### src/rtl/mem_port_arbiter.sv
// Two-requester round-robin arbiter for a single memory port. Supports bounded lock bursts
// and routes read data back to its issuer through a tag pipeline aligned with i_data.
module mem_port_arbiter #(
    parameter int ADDR_W       = 32,
    parameter int DATA_W       = 32,
    parameter int READ_LATENCY = 1,
    parameter int MAX_LOCK     = 8
) (
    input  logic              i_clk,
    input  logic              i_rst,
    input  logic              i_req0_valid,
    input  logic              i_req0_we,
    input  logic              i_req0_lock,
    input  logic [ADDR_W-1:0] i_req0_addr,
    input  logic [DATA_W-1:0] i_req0_wdata,
    input  logic              i_req1_valid,
    input  logic              i_req1_we,
    input  logic              i_req1_lock,
    input  logic [ADDR_W-1:0] i_req1_addr,
    input  logic [DATA_W-1:0] i_req1_wdata,
    output logic              o_req0_ready,
    output logic              o_req1_ready,
    output logic              o_req0_rvalid,
    output logic              o_req1_rvalid,
    output logic [DATA_W-1:0] o_req0_rdata,
    output logic [DATA_W-1:0] o_req1_rdata,
    output logic              o_read_en,
    output logic [ADDR_W-1:0] o_read_addr,
    output logic              o_write_en,
    output logic [ADDR_W-1:0] o_write_addr,
    output logic [DATA_W-1:0] o_data,
    input  logic [DATA_W-1:0] i_data
);
    typedef enum logic [1:0] {
        ST_IDLE  = 2'd0,
        ST_LOCK0 = 2'd1,
        ST_LOCK1 = 2'd2
    } lock_state_e;

    localparam int             CNT_W      = $clog2(MAX_LOCK + 1);
    localparam logic [CNT_W:0] LOCK_LIMIT = (CNT_W + 1)'(MAX_LOCK);

    lock_state_e           state_q, state_d;
    logic [CNT_W-1:0]      lock_cnt_q, lock_cnt_d;
    logic                  last_grant_q, last_grant_d;
    logic                  grant0, grant1, xfer;
    logic                  owner_cont, other_waiting, grant_lock;
    logic [CNT_W:0]        cnt_next;
    logic                  sel_we;
    logic [ADDR_W-1:0]     sel_addr;
    logic [DATA_W-1:0]     sel_wdata;
    logic                  read_en_q, read_en_d, write_en_q, write_en_d;
    logic [ADDR_W-1:0]     read_addr_q, read_addr_d, write_addr_q, write_addr_d;
    logic [DATA_W-1:0]     wdata_q, wdata_d;
    logic [READ_LATENCY:0] tag_vld_q, tag_vld_d, tag_id_q, tag_id_d;
    logic                  rvalid0_q, rvalid0_d, rvalid1_q, rvalid1_d;
    logic [DATA_W-1:0]     rdata0_q, rdata0_d, rdata1_q, rdata1_d;

    // Grant selection: a valid lock owner wins outright, otherwise round-robin.
    always_comb begin
        grant0 = 1'b0;
        grant1 = 1'b0;
        if (i_rst) begin
            grant0 = 1'b0;
            grant1 = 1'b0;
        end else if (state_q == ST_LOCK0 && i_req0_valid) begin
            grant0 = 1'b1;
        end else if (state_q == ST_LOCK1 && i_req1_valid) begin
            grant1 = 1'b1;
        end else if (i_req0_valid && i_req1_valid) begin
            grant0 = last_grant_q;
            grant1 = ~last_grant_q;
        end else begin
            grant0 = i_req0_valid;
            grant1 = i_req1_valid;
        end
    end

    // Lock state and round-robin pointer; the count includes the grant that opens the lock.
    always_comb begin
        state_d       = ST_IDLE;
        lock_cnt_d    = {CNT_W{1'b0}};
        last_grant_d  = last_grant_q;
        xfer          = grant0 | grant1;
        owner_cont    = (grant0 && state_q == ST_LOCK0) || (grant1 && state_q == ST_LOCK1);
        other_waiting = grant0 ? i_req1_valid : i_req0_valid;
        grant_lock    = grant0 ? i_req0_lock : i_req1_lock;
        cnt_next      = {1'b0, (owner_cont ? lock_cnt_q : {CNT_W{1'b0}})}
                      + {{CNT_W{1'b0}}, other_waiting};
        if (xfer) begin
            last_grant_d = grant1;
            if (grant_lock && (cnt_next < LOCK_LIMIT)) begin
                state_d    = grant0 ? ST_LOCK0 : ST_LOCK1;
                lock_cnt_d = cnt_next[CNT_W-1:0];
            end else begin
                state_d    = ST_IDLE;
                lock_cnt_d = {CNT_W{1'b0}};
            end
        end else begin
            state_d    = ST_IDLE;
            lock_cnt_d = {CNT_W{1'b0}};
        end
    end

    // Memory issue, tag pipeline and read-data return.
    always_comb begin
        sel_we       = grant1 ? i_req1_we    : i_req0_we;
        sel_addr     = grant1 ? i_req1_addr  : i_req0_addr;
        sel_wdata    = grant1 ? i_req1_wdata : i_req0_wdata;
        read_en_d    = xfer & ~sel_we;
        write_en_d   = xfer & sel_we;
        read_addr_d  = read_en_d  ? sel_addr  : read_addr_q;
        write_addr_d = write_en_d ? sel_addr  : write_addr_q;
        wdata_d      = write_en_d ? sel_wdata : wdata_q;
        tag_vld_d    = {tag_vld_q[READ_LATENCY-1:0], read_en_d};
        tag_id_d     = {tag_id_q[READ_LATENCY-1:0], grant1};
        rvalid0_d    = tag_vld_q[READ_LATENCY] & ~tag_id_q[READ_LATENCY];
        rvalid1_d    = tag_vld_q[READ_LATENCY] &  tag_id_q[READ_LATENCY];
        rdata0_d     = rvalid0_d ? i_data : rdata0_q;
        rdata1_d     = rvalid1_d ? i_data : rdata1_q;
    end

    // State registers; reset drops in-flight tags and releases the lock.
    always_ff @(posedge i_clk) begin
        if (i_rst) begin
            state_q      <= ST_IDLE;
            lock_cnt_q   <= {CNT_W{1'b0}};
            last_grant_q <= 1'b1;
            read_en_q    <= 1'b0;
            write_en_q   <= 1'b0;
            read_addr_q  <= {ADDR_W{1'b0}};
            write_addr_q <= {ADDR_W{1'b0}};
            wdata_q      <= {DATA_W{1'b0}};
            tag_vld_q    <= {(READ_LATENCY + 1){1'b0}};
            tag_id_q     <= {(READ_LATENCY + 1){1'b0}};
            rvalid0_q    <= 1'b0;
            rvalid1_q    <= 1'b0;
            rdata0_q     <= {DATA_W{1'b0}};
            rdata1_q     <= {DATA_W{1'b0}};
        end else begin
            state_q      <= state_d;
            lock_cnt_q   <= lock_cnt_d;
            last_grant_q <= last_grant_d;
            read_en_q    <= read_en_d;
            write_en_q   <= write_en_d;
            read_addr_q  <= read_addr_d;
            write_addr_q <= write_addr_d;
            wdata_q      <= wdata_d;
            tag_vld_q    <= tag_vld_d;
            tag_id_q     <= tag_id_d;
            rvalid0_q    <= rvalid0_d;
            rvalid1_q    <= rvalid1_d;
            rdata0_q     <= rdata0_d;
            rdata1_q     <= rdata1_d;
        end
    end

    assign o_req0_ready  = grant0;
    assign o_req1_ready  = grant1;
    assign o_req0_rvalid = rvalid0_q;
    assign o_req1_rvalid = rvalid1_q;
    assign o_req0_rdata  = rdata0_q;
    assign o_req1_rdata  = rdata1_q;
    assign o_read_en     = read_en_q;
    assign o_read_addr   = read_addr_q;
    assign o_write_en    = write_en_q;
    assign o_write_addr  = write_addr_q;
    assign o_data        = wdata_q;

endmodule

### config.mk
export PLATFORM = sky130hd
export DESIGN_NAME = mem_port_arbiter
export DESIGN_NICKNAME = d
export VERILOG_FILES = /design/src/rtl/mem_port_arbiter.sv
export SDC_FILE = /design/constraint.sdc
export NUM_CORES = 1
export LEC_CHECK = 0
export CAP_MARGIN = 20
export CORE_AREA = 2 2 129 131
export DETAILED_ROUTE_END_ITERATION = 6
export DIE_AREA = 0 0 131 133
export GPL_TIMING_DRIVEN = 1
export PLACE_DENSITY_LB_ADDON = 0.05
export SETUP_SLACK_MARGIN = 0.4
export SLEW_MARGIN = 20
export SYNTH_ARGS = -nofsm -noshare
export SYNTH_HDL_FRONTEND = slang
export SYNTH_SLANG_ARGS = --single-unit
### constraint.sdc
create_clock -name i_clk -period 5.7 [get_ports i_clk]
set_input_delay 1.14 -clock i_clk [delete_from_list [all_inputs] [get_ports i_clk]]
set_output_delay 1.14 -clock i_clk [all_outputs]
set_load 0.02 [all_outputs]
==> metrics.md, run 1 <==
| Metric | Value |
|---|---|
| Post-synth cell types | `41` |
| HP Class | `register to register` |
| CTS root buf | `clkbuf_16` |
| WHS | `0.4395 ns` |
| Die Span Y | `133 um` |
| Top cell by count, worst path | `clkdlybuf4s50_1` |
| Max Root-Sink Buffers | `2` |
| Clk_skew | `0.006769 ns` |
| GR Overflow Total | `0` |
| Clk slew on worst S/H paths | `0.06 ns` |
| Vias | `6,738` |
| Cts hold-fix bufs | `0` |
| Final RePlAce weighted congestion | `0.7852` |
| Crit end category | `primary output` |
| Total core area | `16,170 um2` |
| Final ANT Viol Nets | `0` |
| Synth Register Bits | `174` |
| Placed wire-length estimate | `14,940 um` |
| Die Footprint | `17,420 um2` |
| Clk Latency, worst-skew pair | `0.42 ns` |
| Routed wl met2 | `10,940 um` |
| Setup bufs post-CTS | `0` |
| Top delay family on crit path | `buffers and inverters` |
| Layout cell share with drive strength beyond 1 | `5.790%` |
| CTS buffer count | `17` |
| Cell-internal power | `2267 uW` |
| Clock network power share | `39.1%` |
| Post-synth ARST share | `0%` |
| First-pass GRT wire length | `34,240 um` |
| Filler Cells Inserted | `1,417` |
| Main flop type after synthesis | `dfxtp_1` |
| N_diodes | `0` |
| Final net count | `1,245` |
| Yosys Warn Count | `0` |
| Overall Power | `3088 uW` |
| Crit Reg-Reg Startpoint | `last_grant_q` |
| Crit path cell chain | `clkdlybuf4s50_1 -> and3b_1 -> a2111oi_2 -> clkdlybuf4s50_1` |
| Initial antenna violation count | `0` |
| Worst EP arrival | `3.14 ns` |
| Iteration count of the initial detailed-routing pass | `4` |
| Hold Vio Cnt, Final | `0` |
| Seq pwr share | `42.6%` |
| Leak pwr | `0.003945 uW` |
| I/O pin count | `334` |
| Register area | `3483 um2` |
| Worst-margin pin slew | `0.9915 ns` |
| Tot GR Track Use | `25.00%` |
| Post-CTS sizing | `0` |
| Drt wl/cell | `16.79 um` |
| Slew Viols, Final | `0` |
| Outcome | `finished, final reports clean` |
| Most frequent cells in the layout | `clkdlybuf4s50_1, nand2_1, dfxtp_1, nor3_1, a21oi_1` |
| Met3 wire length | `1799 um` |
| Commonest non-fill, non-tap cell in the layout | `clkdlybuf4s50_1` |
| Clock sinks | `174` |
| Buf/Inv on CP | `2` |
| Final Core Density | `67.20%` |
| Hold_sp | `tag_id_q[0]` |
| Max VDD drop | `0.2402 mV` |
| IO Port Bufs | `333` |
| Unrepaired setup endpoints after global routing | `false` |
| Multi-input gate area | `3058 um2` |
| Highest routed layer | `met4` |
| Final setup vio count | `0` |
| Type of the worst setup path | `primary input to primary output` |
| Synthesized Nets | `956` |
| Crit path required time | `4.56 ns` |
| Post-Route WL | `21,970 um` |
| Starting density of the core | `42.86%` |
| H-tree lvl count | `4` |
| Power per standard cell area | `284.1 nW/um2` |
| Metal-1 WL | `8598 um` |
| Synthesized cell area | `6932 um2` |
| Total of max-cap violations | `0` |
| Cell Rows | `47` |
| Post-Syn Instances | `786` |
| Routed vias/inst | `5.151` |
| Critical Path Fanout Max | `7` |
| Syn_area_per_cell | `8.819 um2` |
| Setup_tns | `0 ns` |
| Final period utilization | `75.16%` |
| Switching share of power | `26.57%` |
| CP max-delay cell | `clkdlybuf4s50_1` |
| Die Wd | `131 um` |
| Largest net degree at the start of global routing | `66` |
| Peak Freq | `233.4 MHz` |
| Vias in the first global route | `6,444` |
| Sw Pwr | `820.3 uW` |
| Startpoint Class | `primary input` |
| Slew HR | `33.90%` |
| Syn-to-layout area delta | `56.77%` |
| CP startpoint | `i_req1_valid` |
| Min Tclk post-route | `4.284 ns` |
| Initial drt markers | `403` |
| CTS tree | `yes` |
| Logic pwr share | `18.3%` |
| Seq/Total Area, Yosys | `50.25%` |
| DRC | `0` |
| Worst stage delay on the critical path | `0.70 ns` |
| EDFF count, synth | `0` |
## metal layers
metal	GRT usage, %	vias up
met5	0	-
li1	-	3336
met1	30.17	3129
met2	41.13	233
met3	8.047	40
met4	9.634	0
## synthesized netlist by cell type (5+ instances only)
master | number | area, um2
and3_1 | 5 | 31.28
mux2i_1 | 32 | 320.3
a211oi_2 | 7 | 87.58
dfxtp_1 | 174 | 3483
nand2_1 | 194 | 728.2
a311oi_1 | 32 | 280.3
a21oi_1 | 64 | 320.3
buf_6 | 6 | 67.56
a211oi_1 | 61 | 457.9
nor2_1 | 7 | 26.28
nor3_1 | 96 | 480.5
buf_2 | 32 | 160.2
clkbuf_1 | 31 | 116.4
## flip-flops by register name, summed over array words and instances (netlist names)
register	count
last_grant_q	1
lock_cnt_q	4
o_data	32
o_read_addr	32
o_req0_rdata	32
o_req0_rvalid	1
o_req1_rdata	32
o_req1_rvalid	1
o_write_addr	32
o_write_en	1
state_q	2
tag_id_q	2
tag_vld_q	2
## metrics by stage
stage | setup slack [ns] | std cells | cell area [um2]
6_report | 1.416 | 1308 | 10870
3_5_place_dp | 1.400 | 1276 | 10260
3_3_place_gp | 1.416 | 1276 | 10250
4_1_cts | 1.395 | 1308 | 10870
5_1_grt | 1.302 | 1308 | 10870
2_1_floorplan | 2.444 | 786 | 6932
## area by class of cell
type,count,area share [%]
clock buffers,17,3.915
clock inverters,15,1.704
inverters,3,0.1036
multi-input cells,533,28.14
flip-flops and latches,174,32.06
well taps,220,2.533
repair buffers,346,31.55
## worst paths after layout
| check | endpoint | slack (ns) | cells after the start |
|---|---|---|---|
| max | o_req0_ready | 1.42 | 4 |
| min | tag_id_q[1] | 0.44 | 1 |
| max reg2reg | o_read_addr[25] | 3.27 | 6 |
| min reg2reg | tag_id_q[1] | 0.44 | 1 |
## logic make-up after synthesis
kind of cell,after synthesis,synth area share [%]
adders and majority gates,2,0.3610
xor gates and xnor gates,1,0.1264
buffers and inverters,79,6.191
other,1,0.05410
and+or+nand+nor,324,20.52
muxes,32,4.621
AOI/OAI and AO/OA,173,17.87
DFF,174,50.25
## power by group through the flow
stage	sequential, uW	combinational [uW]	clock, uW
finish	1320	565	1210
global route	1320	609	1280
CTS	1320	571	1230
detailed placement	1340	568	0
global placement	1340	565	0
floorplan	1420	199	0
(Power assumes the default switching activity.)
==> inputs of run 2 (changes only) <==
--- a/config.mk
+++ b/config.mk
@@ -6,9 +6,10 @@
 export NUM_CORES = 1
 export LEC_CHECK = 0
 export CAP_MARGIN = 20
-export CORE_AREA = 2 2 129 131
+export CORE_ASPECT_RATIO = 1.5
+export CORE_MARGIN = 1
+export CORE_UTILIZATION = 37
 export DETAILED_ROUTE_END_ITERATION = 6
-export DIE_AREA = 0 0 131 133
 export GPL_TIMING_DRIVEN = 1
 export PLACE_DENSITY_LB_ADDON = 0.05
 export SETUP_SLACK_MARGIN = 0.4
==> constraint.sdc (replaced) <==
create_clock -name i_clk -period 3.45 [get_ports i_clk]
set_input_delay 0.69 -clock i_clk [delete_from_list [all_inputs] [get_ports i_clk]]
set_output_delay 0.69 -clock i_clk [all_outputs]
set_load 0.02 [all_outputs]
==> run 2 against run 1 <==
Sequential power grew 65%. Non-clock buffer count is 10 higher. Count of clock-buffer cells in the layout grew 1. Clock skew grew 0.0023 ns. Power rose by 61%. Final cell count grew 2.9%. Die area grew 11%. Critical path depth up 1. First-iteration DRC count is 7.4% higher.
==> metrics.md, run 2 (synthesized netlist as in run 1, its figures left out) <==
| Metric | Value |
|---|---|
| Crit Reg-Reg Startpoint | `state_q[0]` |
| Largest net degree at the start of global routing | `97 (+47%)` |
| Max Root-Sink Buffers | `2 (unchanged)` |
| Unrepaired setup endpoints after global routing | `false` |
| Register-to-Register Path Depth | `5 (-1)` |
| HP Class | `register to register` |
| Crit path cell chain | `clkdlybuf4s50_1 -> or2b_1 -> a211o_2 -> inv_2 -> dlygate4sd2_1` |
| Most frequent cells in the layout | `clkdlybuf4s50_1, nand2_1, dfxtp_1, nor3_1, a21oi_1` |
| Hold Vio Cnt, Final | `0 (unchanged)` |
| Leak pwr | `0.003987 uW (+1.0%)` |
| Initial drt markers | `433 (+7.4%)` |
| Commonest non-fill, non-tap cell in the layout | `clkdlybuf4s50_1` |
| Hold path depth | `1 (unchanged)` |
| Total core area | `18,170 um2 (+12%)` |
| Clk slew on worst S/H paths | `0.06 ns (about the same)` |
| Critical Path Fanout Max | `7 (unchanged)` |
| Worst EP arrival | `2.21 ns (-0.93 ns)` |
| CTS buffer count | `17 (unchanged)` |
| Cts hold-fix bufs | `0 (unchanged)` |
| N_diodes | `0 (unchanged)` |
| Iteration count of the initial detailed-routing pass | `4 (unchanged)` |
| Placed wire-length estimate | `15,730 um (+5.2%)` |
| Total of max-cap violations | `0 (unchanged)` |
| Outcome | `finished, final reports clean` |
| Clk_skew | `0.009065 ns (+0.002296 ns)` |
| Metal-1 WL | `9378 um (+9.1%)` |
| Final RePlAce weighted congestion | `0.8057 (+2.6%)` |
| Routed wl met2 | `11,330 um (+3.5%)` |
| Clock sinks | `174 (unchanged)` |
| RR Endpoint | `o_write_addr[1]` |
| Crit path required time | `2.76 ns (-1.80 ns)` |
| Initial antenna violation count | `0 (unchanged)` |
| I/O pin count | `334 (unchanged)` |
| Vias in the first global route | `6,726 (+4.4%)` |
| Vias | `6,767 (+0.43%)` |
| Layout cell share with drive strength beyond 1 | `6.648% (+0.86 points)` |
| Final ANT Viol Nets | `0 (unchanged)` |
| DRC | `0 (unchanged)` |
| Cell Rows | `60 (+28%)` |
| Min Tclk post-route | `2.899 ns` |
| Flop2flop setup slack | `1.20 ns (-2.07 ns)` |
| Slew Viols, Final | `0 (unchanged)` |
| Slew HR | `29.69% (-4.2 points)` |
| Worst-margin pin slew | `1.055 ns (+0.06317 ns)` |
| Peak Freq | `344.9 MHz` |
| Starting density of the core | `38.15% (-4.7 points)` |
| IO Port Bufs | `333 (unchanged)` |
| Highest routed layer | `met4` |
| Type of the worst setup path | `primary input to primary output` |
| Power per standard cell area | `454.0 nW/um2 (+60%)` |
| Crit end category | `primary output` |
| Die Footprint | `19,300 um2 (+11%)` |
| Clk Latency, worst-skew pair | `0.43 ns (about the same)` |
| WHS Endpoint | `tag_id_q[1]` |
| Die Wd | `113.8 um (-13%)` |
| CTS root buf | `clkbuf_16` |
| Final period utilization | `84.03%` |
| Syn-to-layout area delta | `57.94%` |
| Met3 wire length | `1769 um (-1.7%)` |
| H-tree lvl count | `4 (unchanged)` |
| First-pass GRT wire length | `36,210 um (+5.8%)` |
| Max VDD drop | `0.2551 mV (+6.2%)` |
| Final net count | `1,255 (+0.80%)` |
| Final setup vio count | `0 (unchanged)` |
| Post-Route WL | `23,280 um (+6.0%)` |
| CP max-delay cell | `clkdlybuf4s50_1` |
| GR Overflow Total | `0 (unchanged)` |
| Hold_sp | `tag_id_q[0]` |
| Worst stage delay on the critical path | `0.57 ns (-0.13 ns)` |
| Tot GR Track Use | `24.10% (-0.89 points)` |
| Drt wl/cell | `17.30 um (+3.0%)` |
| Startpoint Class | `primary input` |
| Setup WS post-layout | `0.5509 ns (-0.8648 ns)` |
| Die Span Y | `169.6 um (+28%)` |
| Dpl ws | `0.1438 ns (-1.256 ns)` |
| Routed vias/inst | `5.027 (-2.4%)` |
| Setup_tns | `0 ns (unchanged)` |
| CTS tree | `yes` |
run 2: cell count changes in the layout (fill, tap and decap cells not counted), moves of 2 or more:
cell             delta
buf_4               +8
clkinv_4            -2
buf_12              +2
clkdlybuf4s50_1     -2
bufinv_16           -3
inv_6               +3
run 2: area by class of cell:
cell class | instances | area [um2]
fillers | 1663 | 7219
repair buffers | 356 | 3522
flip-flops and latches | 174 | 3483
multi-input cells | 533 | 3055
clock buffers | 18 | 439.2
well taps | 248 | 310.3
clock inverters | 14 | 126.4
inverters | 3 | 11.26
run 2: power breakdown:
group | internal, uW | switching [uW] | leakage, uW
Sequential | 2120 | 58.1 | 0.00142
Clock | 969 | 879 | 0.000267
Combinational | 485 | 461 | 0.00230
run 2: repair_timing:
action                                  CTS  global route
endpoints found under the setup margin    2             1
resized for setup                         2             3
cloned                                    0             0
buffers inserted                          0             0
run 2: worst max path at each step:
| stage | from | endpoint | slack [ns] |
|---|---|---|---|
| 6_report | i_req1_valid | o_req1_ready | 0.55 |
| 3_5_place_dp | i_req1_valid | o_req0_ready | 0.14 |
| 2_1_floorplan | i_req1_valid | o_req0_ready | 1.09 |
| 5_1_grt | i_req1_valid | o_req1_ready | 0.51 |
| 3_3_place_gp | i_req1_valid | o_req0_ready | 0.17 |
| 4_1_cts | i_req1_valid | o_req0_ready | 0.45 |
run 2: critical path, delay by kind of cell:
family | cells | cell delay (ns)
buffers and inverters | 3 | 0.98
AOI/OAI and AO/OA | 1 | 0.28
and+or+nand+nor | 1 | 0.25
run 2: metal layers:
metal  vias to the layer above  track usage [%]
li1                       3364                -
met1                      3108            27.67
met2                       247            40.22
met3                        48            7.750
met4                         0            11.56
met5                         -                0
run 2: per-stage QoR:
stage,total power (uW),area [um2],utilization [%],std cells,hold WS (ns)
6_report,4971,10950,60.26,1346,0.4344
5_1_grt,5175,10950,60.26,1346,0.4620
4_1_cts,5035,10950,60.28,1346,0.4362
3_5_place_dp,3174,10390,57.18,1314,0.4204
3_3_place_gp,3171,10390,57.18,1314,0.4240
2_1_floorplan,2674,6932,-,786,0.4138
==> inputs of run 3 (changes only) <==
--- a/config.mk
+++ b/config.mk
@@ -8,7 +8,7 @@
 export CAP_MARGIN = 20
 export CORE_ASPECT_RATIO = 1.5
 export CORE_MARGIN = 1
-export CORE_UTILIZATION = 37
+export CORE_UTILIZATION = 41
 export DETAILED_ROUTE_END_ITERATION = 6
 export GPL_TIMING_DRIVEN = 1
 export PLACE_DENSITY_LB_ADDON = 0.05
==> constraint.sdc (replaced) <==
create_clock -name i_clk -period 2.78 [get_ports i_clk]
set_input_delay 0.556 -clock i_clk [delete_from_list [all_inputs] [get_ports i_clk]]
set_output_delay 0.556 -clock i_clk [all_outputs]
set_load 0.02 [all_outputs]
==> run 3 against run 2 <==
Largest cell class unchanged. Highest routed layer is now met5. Utilization is 7.8 points higher. Register-to-register slack worse by 0.50 ns. Largest power group unchanged. Combinational power is 27% higher.
==> metrics.md, run 3 (synthesized netlist as in run 1, its figures left out) <==
| Metric | Value |
|---|---|
| Outcome | `finished, final reports clean` |
| CTS root buf | `clkbuf_16` |
| Cell Rows | `57 (-5.0%)` |
| Vias | `6,839 (+1.1%)` |
| Unrepaired setup endpoints after global routing | `false` |
| CTS buffer count | `17 (unchanged)` |
| Final Core Density | `68.08% (+7.8 points)` |
| Hold_sp | `tag_id_q[0]` |
| Cts hold-fix bufs | `0 (unchanged)` |
| WHS | `0.4390 ns (+0.004543 ns)` |
| DRC | `0 (unchanged)` |
| First-pass GRT wire length | `34,850 um (-3.8%)` |
| Routed vias/inst | `5.209 (+3.6%)` |
| Worst EP arrival | `1.71 ns (-0.50 ns)` |
| Layout cell share with drive strength beyond 1 | `7.414% (+0.77 points)` |
| Commonest non-fill, non-tap cell in the layout | `clkdlybuf4s50_1` |
| Tot GR Track Use | `26.07% (+2.0 points)` |
| Vias in the first global route | `6,435 (-4.3%)` |
| Slew Viols, Final | `0 (unchanged)` |
| Critical Path Fanout Max | `7 (unchanged)` |
| Final setup vio count | `0 (unchanged)` |
| Die Wd | `108.2 um (-4.9%)` |
| Placed wire-length estimate | `15,820 um (+0.61%)` |
| I/O pin count | `334 (unchanged)` |
| Post-Route WL | `22,550 um (-3.1%)` |
| Type of the worst setup path | `primary input to primary output` |
| Final RePlAce weighted congestion | `0.7900 (-1.9%)` |
| Setup_tns | `0 ns (unchanged)` |
| Min Tclk post-route | `2.267 ns` |
| Clk slew on worst S/H paths | `0.06 ns (about the same)` |
| Crit Reg-Reg Startpoint | `state_q[0]` |
| Startpoint Class | `primary input` |
| Filler Cells Inserted | `1,390 (-16%)` |
| Starting density of the core | `42.44% (+4.3 points)` |
| Worst-margin pin slew | `0.9516 ns (-0.1031 ns)` |
| Final net count | `1,263 (+0.64%)` |
| Power per standard cell area | `587.6 nW/um2 (+29%)` |
| CP startpoint | `i_req1_valid` |
| Initial drt markers | `285 (-34%)` |
| Final ANT Viol Nets | `0 (unchanged)` |
| Most frequent cells in the layout | `clkdlybuf4s50_1, nand2_1, dfxtp_1, nor3_1, a21oi_1` |
| Multi-input gate area | `3077 um2 (+0.70%)` |
| Crit path cell chain | `dlygate4sd2_1 -> and2b_1 -> a2111oi_4 -> buf_4` |
| Crit path required time | `2.22 ns (-0.54 ns)` |
| Total core area | `16,330 um2 (-10%)` |
| Clock sinks | `174 (unchanged)` |
| Fin cells | `1,313 (-2.5%)` |
| HP Class | `register to register` |
| Placed cells | `1,279 (-2.7%)` |
| Max VDD drop | `0.4016 mV (+57%)` |
| Slew HR | `36.56% (+6.9 points)` |
| Post-placement cell area | `10,440 um2 (+0.46%)` |
| Iteration count of the initial detailed-routing pass | `4 (unchanged)` |
| Die Footprint | `17,440 um2 (-9.6%)` |
| Register area | `3483 um2 (unchanged)` |
| Max Root-Sink Buffers | `2 (unchanged)` |
| CP max-delay cell | `a2111oi_4` |
| Total of max-cap violations | `0 (unchanged)` |
| Peak Freq | `441.1 MHz` |
| Initial antenna violation count | `2 (+2)` |
| Drt wl/cell | `17.17 um (-0.71%)` |
| Clk_skew | `0.009817 ns (+0.0007520 ns)` |
| Die Span Y | `161.2 um (-4.9%)` |
| Leak pwr | `0.004098 uW (+2.8%)` |
| IO Port Bufs | `333 (unchanged)` |
| Worst stage delay on the critical path | `0.42 ns (-0.15 ns)` |
| Final period utilization | `81.54%` |
| Hold Vio Cnt, Final | `0 (unchanged)` |
| Design Area, Final | `11,120 um2 (+1.6%)` |
| Syn-to-layout area delta | `60.41%` |
| CTS tree | `yes` |
| GR Overflow Total | `0 (unchanged)` |
| H-tree lvl count | `4 (unchanged)` |
| Largest net degree at the start of global routing | `89 (-8.2%)` |
| Crit end category | `primary output` |
| Clk Latency, worst-skew pair | `0.43 ns (about the same)` |
run 3: changes by cell type in the layout (fill, tap and decap cells not counted), sizes merged:
cell	previous run	this run
bufinv	0	5
clkdlybuf4s50	330	328
diode	0	1
inv	11	5
clkinvlp	4	2
clkinv	2	4
dlymetal6s2s	0	1
buf	24	34
run 3: worst paths after layout:
kind,endpoint,slack (ns),cells after the start
max,o_req0_ready,0.51,4
min,tag_id_q[1],0.44,1
max reg2reg,o_data[14],0.70,7
min reg2reg,tag_id_q[1],0.44,1
run 3: per-layer routing:
| layer | track usage, % | share of wire, % |
|---|---|---|
| met4 | 11.52 | 3.2 |
| met2 | 44.67 | 51 |
| met5 | 0 | 0.058 |
| met1 | 28.83 | 38 |
| met3 | 8.717 | 7.4 |
run 3: cell type report:
| cell class | instances | share of cell area, % |
|---|---|---|
| Sequential cell | 174 | 31.33 |
| Clock buffer | 19 | 3.983 |
| Multi-Input combinational cell | 533 | 27.67 |
| Antenna cell | 1 | 0.02250 |
| Timing Repair Buffer | 364 | 32.69 |
| Tap cell | 206 | 2.318 |
| Clock inverter | 13 | 1.890 |
| Inverter | 3 | 0.1013 |
run 3: repair_timing:
item / in CTS / in global routing
endpoints found under the setup margin: 2 / 1
setup buffers: 1 / 0
resized for setup: 10 / 1
pin swaps: 1 / 0
run 3: where the power goes:
group	switching, uW	internal, uW
combinational	578	618
sequential	69.6	2630
clock	1010	1620
total	1660	4870
run 3: worst max-delay path, delay by kind of cell:
family / cells / cell delay [ns]
buffers and inverters: 2 / 0.52
AO/OA/AOI/OAI: 1 / 0.42
AND/OR/NAND/NOR: 1 / 0.22
run 3: per-stage QoR:
step | total power [uW] | setup WS, ns
final | 6533 | 0.5131
after global routing | 6794 | 0.4719
after CTS | 6600 | 0.4171
after global placement | 3939 | -0.2340
after detailed placement | 3949 | -0.2901
after floorplan | 3319 | 0.6923
